==> src/rtl/video_timing_gen.sv <==
// Parametrised video timing generator: x/y raster counters, a
// latency-matched sync/blank/de delay line, and frame/vblank events.
module video_timing_gen #(
  parameter int H_VISIBLE     = 640,
  parameter int H_FRONT_PORCH = 16,
  parameter int H_SYNC_PULSE  = 96,
  parameter int H_BACK_PORCH  = 48,
  parameter int V_VISIBLE     = 480,
  parameter int V_FRONT_PORCH = 10,
  parameter int V_SYNC_PULSE  = 2,
  parameter int V_BACK_PORCH  = 33,
  parameter int H_POL         = 0,
  parameter int V_POL         = 0,
  parameter int PIPE_DELAY    = 2,
  parameter int CNT_W         = 11
) (
  input  logic             clk,
  input  logic             rst,
  input  logic             en,
  output logic [CNT_W-1:0] x,
  output logic [CNT_W-1:0] y,
  output logic             h_sync,
  output logic             v_sync,
  output logic             blank,
  output logic             de,
  output logic             frame_start,
  output logic             vblank_start,
  output logic [15:0]      frame_cnt
);

  localparam int H_TOTAL = H_VISIBLE + H_FRONT_PORCH
                         + H_SYNC_PULSE + H_BACK_PORCH;
  localparam int V_TOTAL = V_VISIBLE + V_FRONT_PORCH
                         + V_SYNC_PULSE + V_BACK_PORCH;

  localparam logic [CNT_W-1:0] H_LAST = CNT_W'(H_TOTAL - 1);
  localparam logic [CNT_W-1:0] V_LAST = CNT_W'(V_TOTAL - 1);
  localparam logic [CNT_W-1:0] H_VIS  = CNT_W'(H_VISIBLE);
  localparam logic [CNT_W-1:0] V_VIS  = CNT_W'(V_VISIBLE);
  localparam logic [CNT_W-1:0] V_VBL  = CNT_W'(V_VISIBLE - 1);

  localparam logic [CNT_W-1:0] HS_BEG =
    CNT_W'(H_VISIBLE + H_FRONT_PORCH);
  localparam logic [CNT_W-1:0] HS_END =
    CNT_W'(H_VISIBLE + H_FRONT_PORCH + H_SYNC_PULSE);
  localparam logic [CNT_W-1:0] VS_BEG =
    CNT_W'(V_VISIBLE + V_FRONT_PORCH);
  localparam logic [CNT_W-1:0] VS_END =
    CNT_W'(V_VISIBLE + V_FRONT_PORCH + V_SYNC_PULSE);

  localparam logic HP = 1'(H_POL);
  localparam logic VP = 1'(V_POL);

  // Delay stage bit layout: {hs, vs, vis}; all-zero is inactive.
  logic [PIPE_DELAY-1:0][2:0] pipe;
  logic [2:0]                 raw;
  logic [2:0]                 tap;

  logic line_end;
  logic frame_wrap;
  logic vbl_hit;
  logic [15:0] frame_q;

  // Raw decode of the coordinate currently on x/y.
  always_comb begin
    raw    = '0;
    raw[2] = (x >= HS_BEG) && (x < HS_END);
    raw[1] = (y >= VS_BEG) && (y < VS_END);
    raw[0] = (x < H_VIS) && (y < V_VIS);
  end

  assign line_end   = en && (x == H_LAST);
  assign frame_wrap = line_end && (y == V_LAST);
  assign vbl_hit    = line_end && (y == V_VBL);

  // Raster counters: x per enabled pixel, y per line wrap.
  always_ff @(posedge clk) begin
    if (rst) begin
      x <= '0;
      y <= '0;
    end else if (en) begin
      if (x == H_LAST) begin
        x <= '0;
        if (y == V_LAST) y <= '0;
        else             y <= y + CNT_W'(1);
      end else begin
        x <= x + CNT_W'(1);
      end
    end
  end

  // Shift the decode through the delay line on enabled cycles.
  always_ff @(posedge clk) begin
    if (rst) begin
      pipe <= '0;
    end else if (en) begin
      pipe[0] <= raw;
      for (int i = 1; i < PIPE_DELAY; i++) begin
        pipe[i] <= pipe[i-1];
      end
    end
  end

  // Events land in the same cycle x/y first show the target point;
  // they are cleared on every other cycle, enabled or not.
  always_ff @(posedge clk) begin
    if (rst) begin
      frame_start  <= 1'b0;
      vblank_start <= 1'b0;
      frame_q      <= '0;
    end else begin
      frame_start  <= frame_wrap;
      vblank_start <= vbl_hit;
      frame_q      <= frame_q + 16'(frame_wrap);
    end
  end

  assign tap       = pipe[PIPE_DELAY-1];
  assign h_sync    = tap[2] ? HP : ~HP;
  assign v_sync    = tap[1] ? VP : ~VP;
  assign blank     = ~tap[0];
  assign de        = tap[0];
  assign frame_cnt = frame_q;

endmodule

==> config.mk <==
export PLATFORM = sky130hd
export DESIGN_NAME = video_timing_gen
export DESIGN_NICKNAME = d
export VERILOG_FILES = /design/src/rtl/video_timing_gen.sv
export SDC_FILE = /design/constraint.sdc
export NUM_CORES = 1
export LEC_CHECK = 0
export CAP_MARGIN = 20
export CORE_ASPECT_RATIO = 1.25
export CORE_UTILIZATION = 35
export CTS_CLUSTER_SIZE = 14
export DETAILED_ROUTE_END_ITERATION = 8
export MAX_ROUTING_LAYER = met4
export PLACE_DENSITY = 0.62
export SYNTH_ARGS = -nofsm -noshare
export SYNTH_HDL_FRONTEND = slang
export SYNTH_SLANG_ARGS = --single-unit
export TNS_END_PERCENT = 100
==> constraint.sdc <==
create_clock -name clk -period 3.7 [get_ports clk]
set_input_delay 0.555 -clock clk [delete_from_list [all_inputs] [get_ports clk]]
set_output_delay 0.555 -clock clk [all_outputs]
set_load 0.02 [all_outputs]
Word-level counts from Yosys, hierarchy flattened

Cells that the tools add are included.

Register bits after elaboration: 46
Input bits: 3
Output and inout port bits: 44
Logic and storage cells: 31

Add/sub/neg operators: 3
$lt $le $gt $ge: 6
Equality and inequality tests: 3
Muxes and demuxes: 4
Bitwise gates (word level): 1
Reduce and logical (&&, ||, !) cells: 7

Operator list:

| kind                    | number |
|---|---|
| $add A11 B1 Y11 const B | 2 |
| $eq A11 B10 Y1 const B  | 2 |
| $lt A11 B10 Y1 const B  | 2 |
| $lt A11 B9 Y1 const B   | 2 |
| $mux W11                | 2 |
| $add A16 B1 Y16         | 1 |
| $eq A11 B9 Y1 const B   | 1 |
| $ge A11 B10 Y1 const B  | 1 |
| $ge A11 B9 Y1 const B   | 1 |
| $logic_and A1 B1 Y1     | 6 |
| $mux W1                 | 2 |
| $reduce_and A2 Y1       | 1 |
| $not A1 Y1              | 1 |

Longest topological paths before layout

Gate-level depths: netlist (run 1).

Depth in word-level cells: 4
Depth in mapped cells: 13
Mapped depth without buffers: 11

Worst setup path after synthesis (run 1)

No wires, ideal clock.

Path kind: reg2reg
Start: reg x[9]
End: reg frame_q[15], in the netlist frame_cnt[15]
Library setup time: 0.121 ns
Arrival: 3.380 ns
Data required time: 3.579 ns
Path slack: 0.199 ns
Cell stages (with the launch flop): 12
Buffers on the path: 3
Period minus slack after synthesis: 3.501 ns
Cell sequence: dfxtp_1 > or4b_1 > or4_1 > buf_2 > buf_2 > clkbuf_1 > nor2_1 > ha_1 > nand3_1 > or2_2 > or4_1 > mux2_2

Word-level cells in the longest chain between the ends: 4

RTL lines:

| what                   | line | text |
|---|---|---|
| from (decl)            | 20   | `output logic [CNT_W-1:0] x,` |
| from (signal assigned) | 87   | `x <= x + CNT_W'(1);` |
| $eq A11 B10 Y1         | 72   | `assign line_end = en && (x == H_LAST);` |
| $logic_and A1 B1 Y1    | 72   |  |
| $logic_and A1 B1 Y1    | 73   | `assign frame_wrap = line_end && (y == V_LAST);` |
| via frame_wrap         | 60   | `logic frame_wrap;` |
| $add A16 B1 Y16        | 114  | `frame_q <= frame_q + 16'(frame_wrap);` |
| to (signal assigned)   | 114  |  |
| to (decl)              | 62   | `logic [15:0] frame_q;` |

The timed path passes the listed nets, and every way through them passes these cells.
A chain may end at the register's enable or synchronous reset.

Final worst setup path (run 1)

Start: reg y[5]
End: reg frame_q[15], in the netlist frame_cnt[15]

Word-level cells in the longest chain between the ends: 3

RTL lines:

| what                   | line | text |
|---|---|---|
| from (decl)            | 21   | `output logic [CNT_W-1:0] y,` |
| from (signal assigned) | 85   | `else y <= y + CNT_W'(1);` |
| $eq A11 B10 Y1         | 73   |  |
| $logic_and A1 B1 Y1    | 73   |  |
| via frame_wrap         | 60   |  |
| $add A16 B1 Y16        | 114  |  |

The timed path passes the listed nets, and every way through them passes these cells.

==> flow_metrics.env, run 1 <==
export IMPL_outcome="finished clean"
export IMPL_hp_start="pipe[0]"
export IMPL_finalCritPeriodShare=0.844
export IMPL_cts_buffer_depth=2
export IMPL_place_ws_ns=0.428
export IMPL_synth_edff_count=0
export IMPL_syn_cell_area_sq_mm=0.00213
export IMPL_drc=0
export IMPL_drtIter0Drc=90
export IMPL_power_total_uw=907
export IMPL_seqCellArea_sq_um=921
export IMPL_dp_final_hpwl_um=3340
export IMPL_drt_wl_total_um=4790
export IMPL_grt_usage=0.165
export IMPL_worst_path_max_fanout=9
export IMPL_ys_ff_latch=46
export IMPL_antenna_left=0
export IMPL_worstSkewPairLatency_ns=0.30
export IMPL_power_density_mw_per_mm2=328
export IMPL_ys_top_cells_by_count="46 x dfxtp_1, 28 x nor2_1, 16 x a21oi_1, 14 x nand4_1"
export IMPL_synth_top_area_cell="dfxtp_1"
export IMPL_grt_pass1_wl_um=7980
export IMPL_finalCriticalPeriod_ns=3.12
export IMPL_cts_tree="built"
export IMPL_hold_violations=0
export IMPL_endpoint_kind="flip-flop"
export IMPL_path_clk_slew_ns=0.09
export IMPL_synthToLayoutAreaGrowth_pct=30.2
export IMPL_r2r_start="y[5]"
export IMPL_hold_path_class="flip-flop to flip-flop"
export IMPL_fin_ws_ns=0.577
export IMPL_via_per_inst=5.21
export IMPL_cp_arrival_ns=3.32
export IMPL_place_area_sq_mm=0.00266
export IMPL_ys_seq_area_frac=0.433
export IMPL_finalSetupTns_ns=0
export IMPL_worstSetupPathType="flip-flop to flip-flop"
export IMPL_relSlewSlack=0.564
export IMPL_grt_pass1_vias=1730
export IMPL_wire_per_inst_um=13.3
export IMPL_p_leak_nw=0.939
export IMPL_antenna_cells=0
export IMPL_overflow=0
export IMPL_tightest_slew_ns=0.653
export IMPL_maxSlewViolCount=0
export IMPL_cts_resized=0
export IMPL_initial_core_util=0.365
export IMPL_avgSynthCellArea_sq_um=8.64
export IMPL_coreArea_sq_mm=0.00582
export IMPL_die_height_um=89.1
export IMPL_place_congestion=0.827
export IMPL_cts_hold_buf=0
export IMPL_ys_warn_count=0
export IMPL_io_buffers=46
export IMPL_rows=31
export IMPL_cp_startpoint="y[5]"
export IMPL_rsz0062_at_grt="no"
export IMPL_io_pins=47
export IMPL_dieArea_sq_mm=0.00639
export IMPL_root_buffer="clkbuf_8"
export IMPL_fill_cells=585
export IMPL_synthTopCellsByArea="dfxtp_1 43%, nor2_1 4.9%, ha_1 4.7%"
export IMPL_nets=304
export IMPL_drt_first_pass_iters=4
export IMPL_skew_ns=0.00601
export IMPL_postSynthNetCount=257
export IMPL_synth_top_flop_cell="dfxtp_1"
export IMPL_ys_types=36
export IMPL_grt_max_degree=31
export IMPL_critPathLaunchType="flip-flop"
export IMPL_h_tree_depth=2
export IMPL_fmax_ghz=0.320
export IMPL_cts_setup_buffers=0
export IMPL_synthArstFlopShare=0
export IMPL_drive_gt1_frac=0.0544
export IMPL_fin_area_sq_mm=0.00277
export IMPL_clock_sinks=46
export IMPL_cts_made_buffers=5
export IMPL_cp_data_required_time_ns=3.90
export IMPL_multi_input_area_sq_mm=0.00112
export IMPL_vdd_drop_max_uv=165
export IMPL_setup_viol=0
export IMPL_antenna_found_initial=0
export IMPL_cap_violations=0
export IMPL_vias=1874
export IMPL_yosysMostFrequentCell="dfxtp_1"
export IMPL_syn_inst=246
export IMPL_fp_dieW_um=71.7
export IMPL_synth_top_area_frac=0.433
-- cell type report --
type,count,area share
sequential,46,0.333
clock buffer,5,0.0249
tap,66,0.0298
multi-input combinational,178,0.405
clock inverter,3,0.0145
inverter,12,0.0163
timing repair buffer,50,0.177
-- state kept, by name, summed over array words and instances (netlist names) --
| name | flops |
|---|---|
| frame_cnt | 16 |
| frame_start | 1 |
| x | 11 |
| y | 11 |
| tap | 3 |
| vblank_start | 1 |
| pipe | 3 |
-- routing by layer --
metal  vias up  part of all wire  track usage
li1        956                 -            -
met2        41              0.48        0.274
met1       872              0.46        0.196
met5         -                 0            -
met3         5             0.038       0.0304
met4         0             0.016       0.0695
-- layout by cell type (no fill, tap or decap), drive strengths merged, types with 4 or more instances in the layout --
cell	count
dfxtp	46
clkdlybuf4s50	46
nor2	28
a21oi	16
nand4	14
inv	12
nand2	12
nand3	11
xor2	11
o21ai	10
xnor2	9
or3	9
nor3	8
ha	8
and3	6
or4	5
clkbuf	5
mux2i	4
nor4	4
buf	4
-- through the flow --
| stage | instances | hold slack [ns] | utilization |
|---|---|---|---|
| after floorplan | 246 | 0.439 | - |
| after global placement | 352 | 0.454 | 0.457 |
| after detailed placement | 352 | 0.469 | 0.457 |
| after CTS | 360 | 0.480 | 0.476 |
| after global routing | 360 | 0.512 | 0.476 |
| final | 360 | 0.477 | 0.476 |
-- worst paths after layout --
| path | end | slack [ns] | cells after the start |
|---|---|---|---|
| setup / recovery | frame_cnt[15] | 0.58 | 8 |
| hold reg to reg | pipe[0] | 0.48 | 2 |
| hold / removal | pipe[0] | 0.48 | 2 |
| setup reg to reg | frame_cnt[15] | 0.58 | 8 |
-- worst max-delay path, cell delays in order (launching register included) --
cell and delay [ns]:
dfxtp_1 0.38, or4b_2 0.67, or4_1 0.51, nor2_1 0.18, ha_1 0.17, nand3_1 0.10, or2_2 0.32, or4_1 0.41
mux2_2 0.28
-- report_power, final --
group / internal, mW / switching (mW)
logic: 0.0148 / 0.0213
clock network: 0.199 / 0.170
registers: 0.498 / 0.00364
-- cell families after synthesis --
group	share of synthesized area
fa+ha+maj	0.0471
mux	0.0241
flops	0.433
xor+xnor	0.0824
compound gates	0.0842
buf+inv	0.0400
simple gates	0.289
No activity file was read; power rests on OpenSTA's default activity.
==> run 2, diff against run 1 <==
- clock period: 3.7 -> 3.08 ns (I/O delays scaled with it)
==> run 2 against run 1 <==
Against the previous run: via count up 1.7%; register-to-register slack got worse by 0.42 ns; count of clock-buffer cells in the layout is 3 higher; sequential power increased by 20%; cell area grew 3.2%; clock skew up 0.0027 ns; die area unchanged; sequential share of layout area down 0.60 points.
==> flow_metrics.env, run 2 (synthesis results as in run 1) <==
export IMPL_outcome="finished clean"
export IMPL_clock_sinks=46
export IMPL_hold_violations=0
export IMPL_timing_rr_end="frame_cnt[15]"
export IMPL_p_sw_uw=228
export IMPL_fin_ws_ns=0.160
export IMPL_cts_setup_buffers=0
export IMPL_synthToLayoutAreaGrowth_pct=34.4
export IMPL_grt_max_degree=27
export IMPL_antenna_found_initial=0
export IMPL_nets=313
export IMPL_vdd_drop_max_uv=189
export IMPL_cap_violations=0
export IMPL_drive_gt1_frac=0.106
export IMPL_root_buffer="clkbuf_8"
export IMPL_coreArea_sq_mm=0.00582
export IMPL_r2r_start="y[5]"
export IMPL_pwr_share_comb=0.045
export IMPL_finalNonFillerCells=369
export IMPL_initial_core_util=0.365
export IMPL_p_seq_frac=0.598
export IMPL_drt_first_pass_iters=4
export IMPL_cts_made_buffers=5
export IMPL_finalCriticalPeriod_ns=2.92
export IMPL_drt_wl_total_um=5000
export IMPL_dpl_cell_count=361
export IMPL_relSlewSlack=0.711
export IMPL_cts_buffer_depth=2
export IMPL_fp_dieW_um=71.7
export IMPL_drtIter0Drc=88
export IMPL_endpoint_kind="flip-flop"
export IMPL_final_common_cell="clkdlybuf4s50_1"
export IMPL_skew_ns=0.00874
export IMPL_hp_start="pipe[0]"
export IMPL_antenna_left=0
export IMPL_ff2ff_path_depth=8
export IMPL_dp_final_hpwl_um=3560
export IMPL_wire_per_inst_um=13.6
export IMPL_worstSkewPairLatency_ns=0.30
export IMPL_drc=0
export IMPL_vias=1905
export IMPL_cp_data_required_time_ns=3.27
export IMPL_p_leak_nw=0.967
export IMPL_rows=31
export IMPL_setup_viol=0
export IMPL_hold_end="pipe[0]"
export IMPL_overflow=0
export IMPL_io_buffers=46
export IMPL_rrSetupSlack_ns=0.16
export IMPL_rsz0062_at_grt="no"
export IMPL_min_path_cells=2
export IMPL_p_int_uw=778
export IMPL_tightest_slew_ns=0.433
export IMPL_cp_arrival_ns=3.11
export IMPL_clkPwrFrac=0.357
export IMPL_cts_tree="built"
export IMPL_die_height_um=89.1
export IMPL_largest_reg_flops=16
export IMPL_maxSlewViolCount=0
export IMPL_place_congestion=0.760
export IMPL_place_ws_ns=0.0202
export IMPL_worstSetupPathType="flip-flop to flip-flop"
export IMPL_fmax_ghz=0.342
export IMPL_path_clk_slew_ns=0.09
export IMPL_grt_usage=0.173
export IMPL_fin_area_sq_mm=0.00286
export IMPL_io_pins=47
export IMPL_grt_pass1_vias=1818
export IMPL_via_per_inst=5.16
export IMPL_cts_resized=0
export IMPL_h_tree_depth=2
export IMPL_hold_path_class="flip-flop to flip-flop"
export IMPL_finalCritPeriodShare=0.948
export IMPL_power_density_mw_per_mm2=352
export IMPL_antenna_cells=0
export IMPL_dieArea_sq_mm=0.00639
export IMPL_worst_path_max_fanout=4
export IMPL_grt_pass1_wl_um=8380
export IMPL_critPathLaunchType="flip-flop"
export IMPL_final_cell_mix="46 x clkdlybuf4s50_1, 40 x dfxtp_1, 27 x nor2_1"
export IMPL_place_area_sq_mm=0.00278
export IMPL_p_sw_frac=0.226
export IMPL_cts_hold_buf=0
-- run 2: metal layers --
metal  vias to the layer above  routed length (um)  global-route usage
li1                        979                   -                   -
met5                         -                   0                   -
met4                         0                  55              0.0713
met1                       873                2360               0.209
met3                         6                 209              0.0271
met2                        47                2380               0.289
-- run 2: stage by stage --
stage          hold WS (ns)   util  setup TNS [ns]  power [mW]
2_1_floorplan         0.439      -         -0.0301       0.641
3_3_place_gp          0.457  0.477               0       0.661
3_5_place_dp          0.460  0.477               0       0.661
4_1_cts               0.472  0.491               0        1.02
5_1_grt               0.500  0.491               0        1.05
6_report              0.471  0.491               0        1.01
-- run 2: power by group through the flow --
| stage | logic (mW) | registers [mW] | clock network, mW |
|---|---|---|---|
| CTS | 0.0459 | 0.602 | 0.374 |
| global route | 0.0489 | 0.603 | 0.394 |
| detailed placement | 0.0456 | 0.616 | 0 |
| floorplan | 0.0220 | 0.619 | 0 |
| finish | 0.0450 | 0.601 | 0.359 |
| global placement | 0.0453 | 0.616 | 0 |
-- run 2: critical path, cell delays in order (launching register included) --
cell and delay, ns:
dfxtp_1 0.31, or4b_2 0.65, or4_1 0.50, nor2_4 0.17, ha_4 0.15, nand3_4 0.07, or2_4 0.27, or4_1 0.41
mux2_2 0.28
-- run 2: final cells by class --
type	count	area [sq um]
fill	577	2960
timing repair buffer	59	558
sequential	46	933
inverter	12	45.0
clock buffer	8	80.1
multi-input combinational	178	1160
tap	66	82.6
-- run 2: worst max-delay path by stage --
| stage | cells past startpoint | endpoint | slack, ns | from |
|---|---|---|---|---|
| finish | 8 | frame_cnt[15] | 0.16 | y[5] |
| global route | 9 | frame_cnt[12] | 0.07 | y[5] |
| CTS | 8 | frame_cnt[15] | 0.16 | y[5] |
| detailed placement | 9 | frame_cnt[15] | 0.02 | en |
| global placement | 9 | frame_cnt[15] | 0.07 | en |
| floorplan | 11 | frame_cnt[15] | -0.03 | x[6] |
==> run 3, diff against run 2 <==
- SETUP_SLACK_MARGIN: not set -> 0.2
==> run 3 against run 2 <==
Against the previous run: global-route usage fell by 0.33 points; combinational power up 4%; cell area rose by 3.2%; clock skew fell by 0.0032 ns; fmax is 5.0% higher; register-to-register slack improved by 0.14 ns; critical path type unchanged; critical endpoint unchanged.
==> flow_metrics.env, run 3 (synthesis results as in run 1) <==
export IMPL_outcome="finished clean"
export IMPL_final_common_cell="clkdlybuf4s50_1"
export IMPL_synthToLayoutAreaGrowth_pct=38.7
export IMPL_clock_sinks=46
export IMPL_coreArea_sq_mm=0.00582
export IMPL_drt_wl_total_um=5030
export IMPL_drt_first_pass_iters=4
export IMPL_worstSkewPairLatency_ns=0.30
export IMPL_finalCriticalPeriod_ns=2.78
export IMPL_initial_core_util=0.365
export IMPL_dp_final_hpwl_um=3550
export IMPL_nets=314
export IMPL_antenna_cells=0
export IMPL_critPathLaunchType="flip-flop"
export IMPL_via_per_inst=5.23
export IMPL_cp_arrival_ns=2.98
export IMPL_largest_reg_flops=16
export IMPL_cts_buffer_depth=2
export IMPL_place_congestion=0.756
export IMPL_wl_met1_um=2420
export IMPL_fmax_ghz=0.360
export IMPL_h_tree_depth=2
export IMPL_grt_max_degree=25
export IMPL_cts_made_buffers=5
export IMPL_die_height_um=89.1
export IMPL_path_clk_slew_ns=0.09
export IMPL_hold_path_class="flip-flop to flip-flop"
export IMPL_multi_input_area_sq_mm=0.00118
export IMPL_finalNonFillerCells=370
export IMPL_finalCritPeriodShare=0.903
export IMPL_drive_gt1_frac=0.135
export IMPL_wire_per_inst_um=13.6
export IMPL_finalSetupTns_ns=0
export IMPL_cts_tree="built"
export IMPL_seqCellArea_sq_um=933
export IMPL_wl_met2_um=2330
export IMPL_grt_pass1_vias=1746
export IMPL_grt_pass1_wl_um=8250
export IMPL_worst_path_max_fanout=7
export IMPL_rsz0062_at_grt="no"
export IMPL_final_cell_mix="46 x clkdlybuf4s50_1, 40 x dfxtp_1, 27 x nor2_1"
export IMPL_fill_cells=556
export IMPL_rows=31
export IMPL_power_density_mw_per_mm2=397
export IMPL_tightest_slew_ns=0.447
export IMPL_p_leak_nw=1.01
export IMPL_vdd_drop_max_uv=269
export IMPL_dieArea_sq_mm=0.00639
export IMPL_hold_violations=0
export IMPL_root_buffer="clkbuf_8"
export IMPL_routed_top_layer="met4"
export IMPL_grt_usage=0.170
export IMPL_setup_viol=0
export IMPL_rrSetupSlack_ns=0.30
export IMPL_io_buffers=46
export IMPL_dpl_cell_count=362
export IMPL_antenna_found_initial=0
export IMPL_skew_ns=0.00558
export IMPL_relSlewSlack=0.702
export IMPL_cp_data_required_time_ns=3.28
export IMPL_endpoint_kind="flip-flop"
export IMPL_cts_setup_buffers=0
export IMPL_overflow=0
export IMPL_wl_met3_um=197
export IMPL_drc=0
export IMPL_vias=1934
export IMPL_cap_violations=0
export IMPL_maxSlewViolCount=0
export IMPL_io_pins=47
export IMPL_worstSetupPathType="flip-flop to flip-flop"
export IMPL_cts_hold_buf=0
export IMPL_antenna_left=0
export IMPL_fp_dieW_um=71.7
export IMPL_drtIter0Drc=97
==> run 3: changes by cell type in the layout (fill, tap and decap cells not counted), sizes merged <==
| cell | change |
|---|---|
| clkbuf | -1 |
| bufinv | +1 |
| buf | +1 |
==> run 3: through the flow <==
step / instance area, sq um / util / hold WS, ns / setup slack, ns / power (mW)
2_1_floorplan: 2200 / - / 0.439 / -0.0301 / 0.641
6_report: 2950 / 0.507 / 0.470 / 0.300 / 1.17
4_1_cts: 2930 / 0.504 / 0.478 / 0.217 / 1.19
5_1_grt: 2950 / 0.507 / 0.504 / 0.206 / 1.21
3_5_place_dp: 2790 / 0.480 / 0.464 / 0.0594 / 0.663
3_3_place_gp: 2790 / 0.480 / 0.458 / 0.0679 / 0.662
==> run 3: worst max-delay path, stage by stage, from the launching register on <==
cell and delay, ns:
dfxtp_4 0.37, or4b_1 0.54, or4_4 0.46, nor2_4 0.15, ha_4 0.14, nand3_4 0.07
or2_4 0.25, or4_4 0.41, mux2_2 0.28
==> run 3: routing by layer <==
layer / GRT usage / up-vias
met4: 0.0606 / 0
met5: - / -
met3: 0.0383 / 10
met2: 0.274 / 41
li1: - / 991
met1: 0.209 / 892
==> run 3: path summary, 6_finish.rpt <==
path,startpoint,endpoint,cells after the start
worst max register to register,x[6],frame_cnt[15],8
worst min register to register,pipe[1],pipe[1],2
worst max-delay path,x[6],frame_cnt[15],8
worst min-delay path,pipe[1],pipe[1],2
==> run 3: report_power, final <==
group          leakage (nW)  switching [mW]  internal [mW]
logic                 0.565          0.0268         0.0198
registers             0.374         0.00481          0.597
clock network        0.0696           0.208          0.313
total                  1.01           0.239          0.930
==> run 3: repair_timing <==
item	CTS	global route
resized for setup	1	4
setup endpoints to repair	1	3
pin swaps	0	3
==> run 3: layout make-up <==
class	instances	area share
inverters	12	0.0153
clock buffers	7	0.0365
flip-flops and latches	46	0.317
well taps	66	0.0280
repair buffers	60	0.192
multi-input cells	178	0.402
clock inverters	1	0.0102
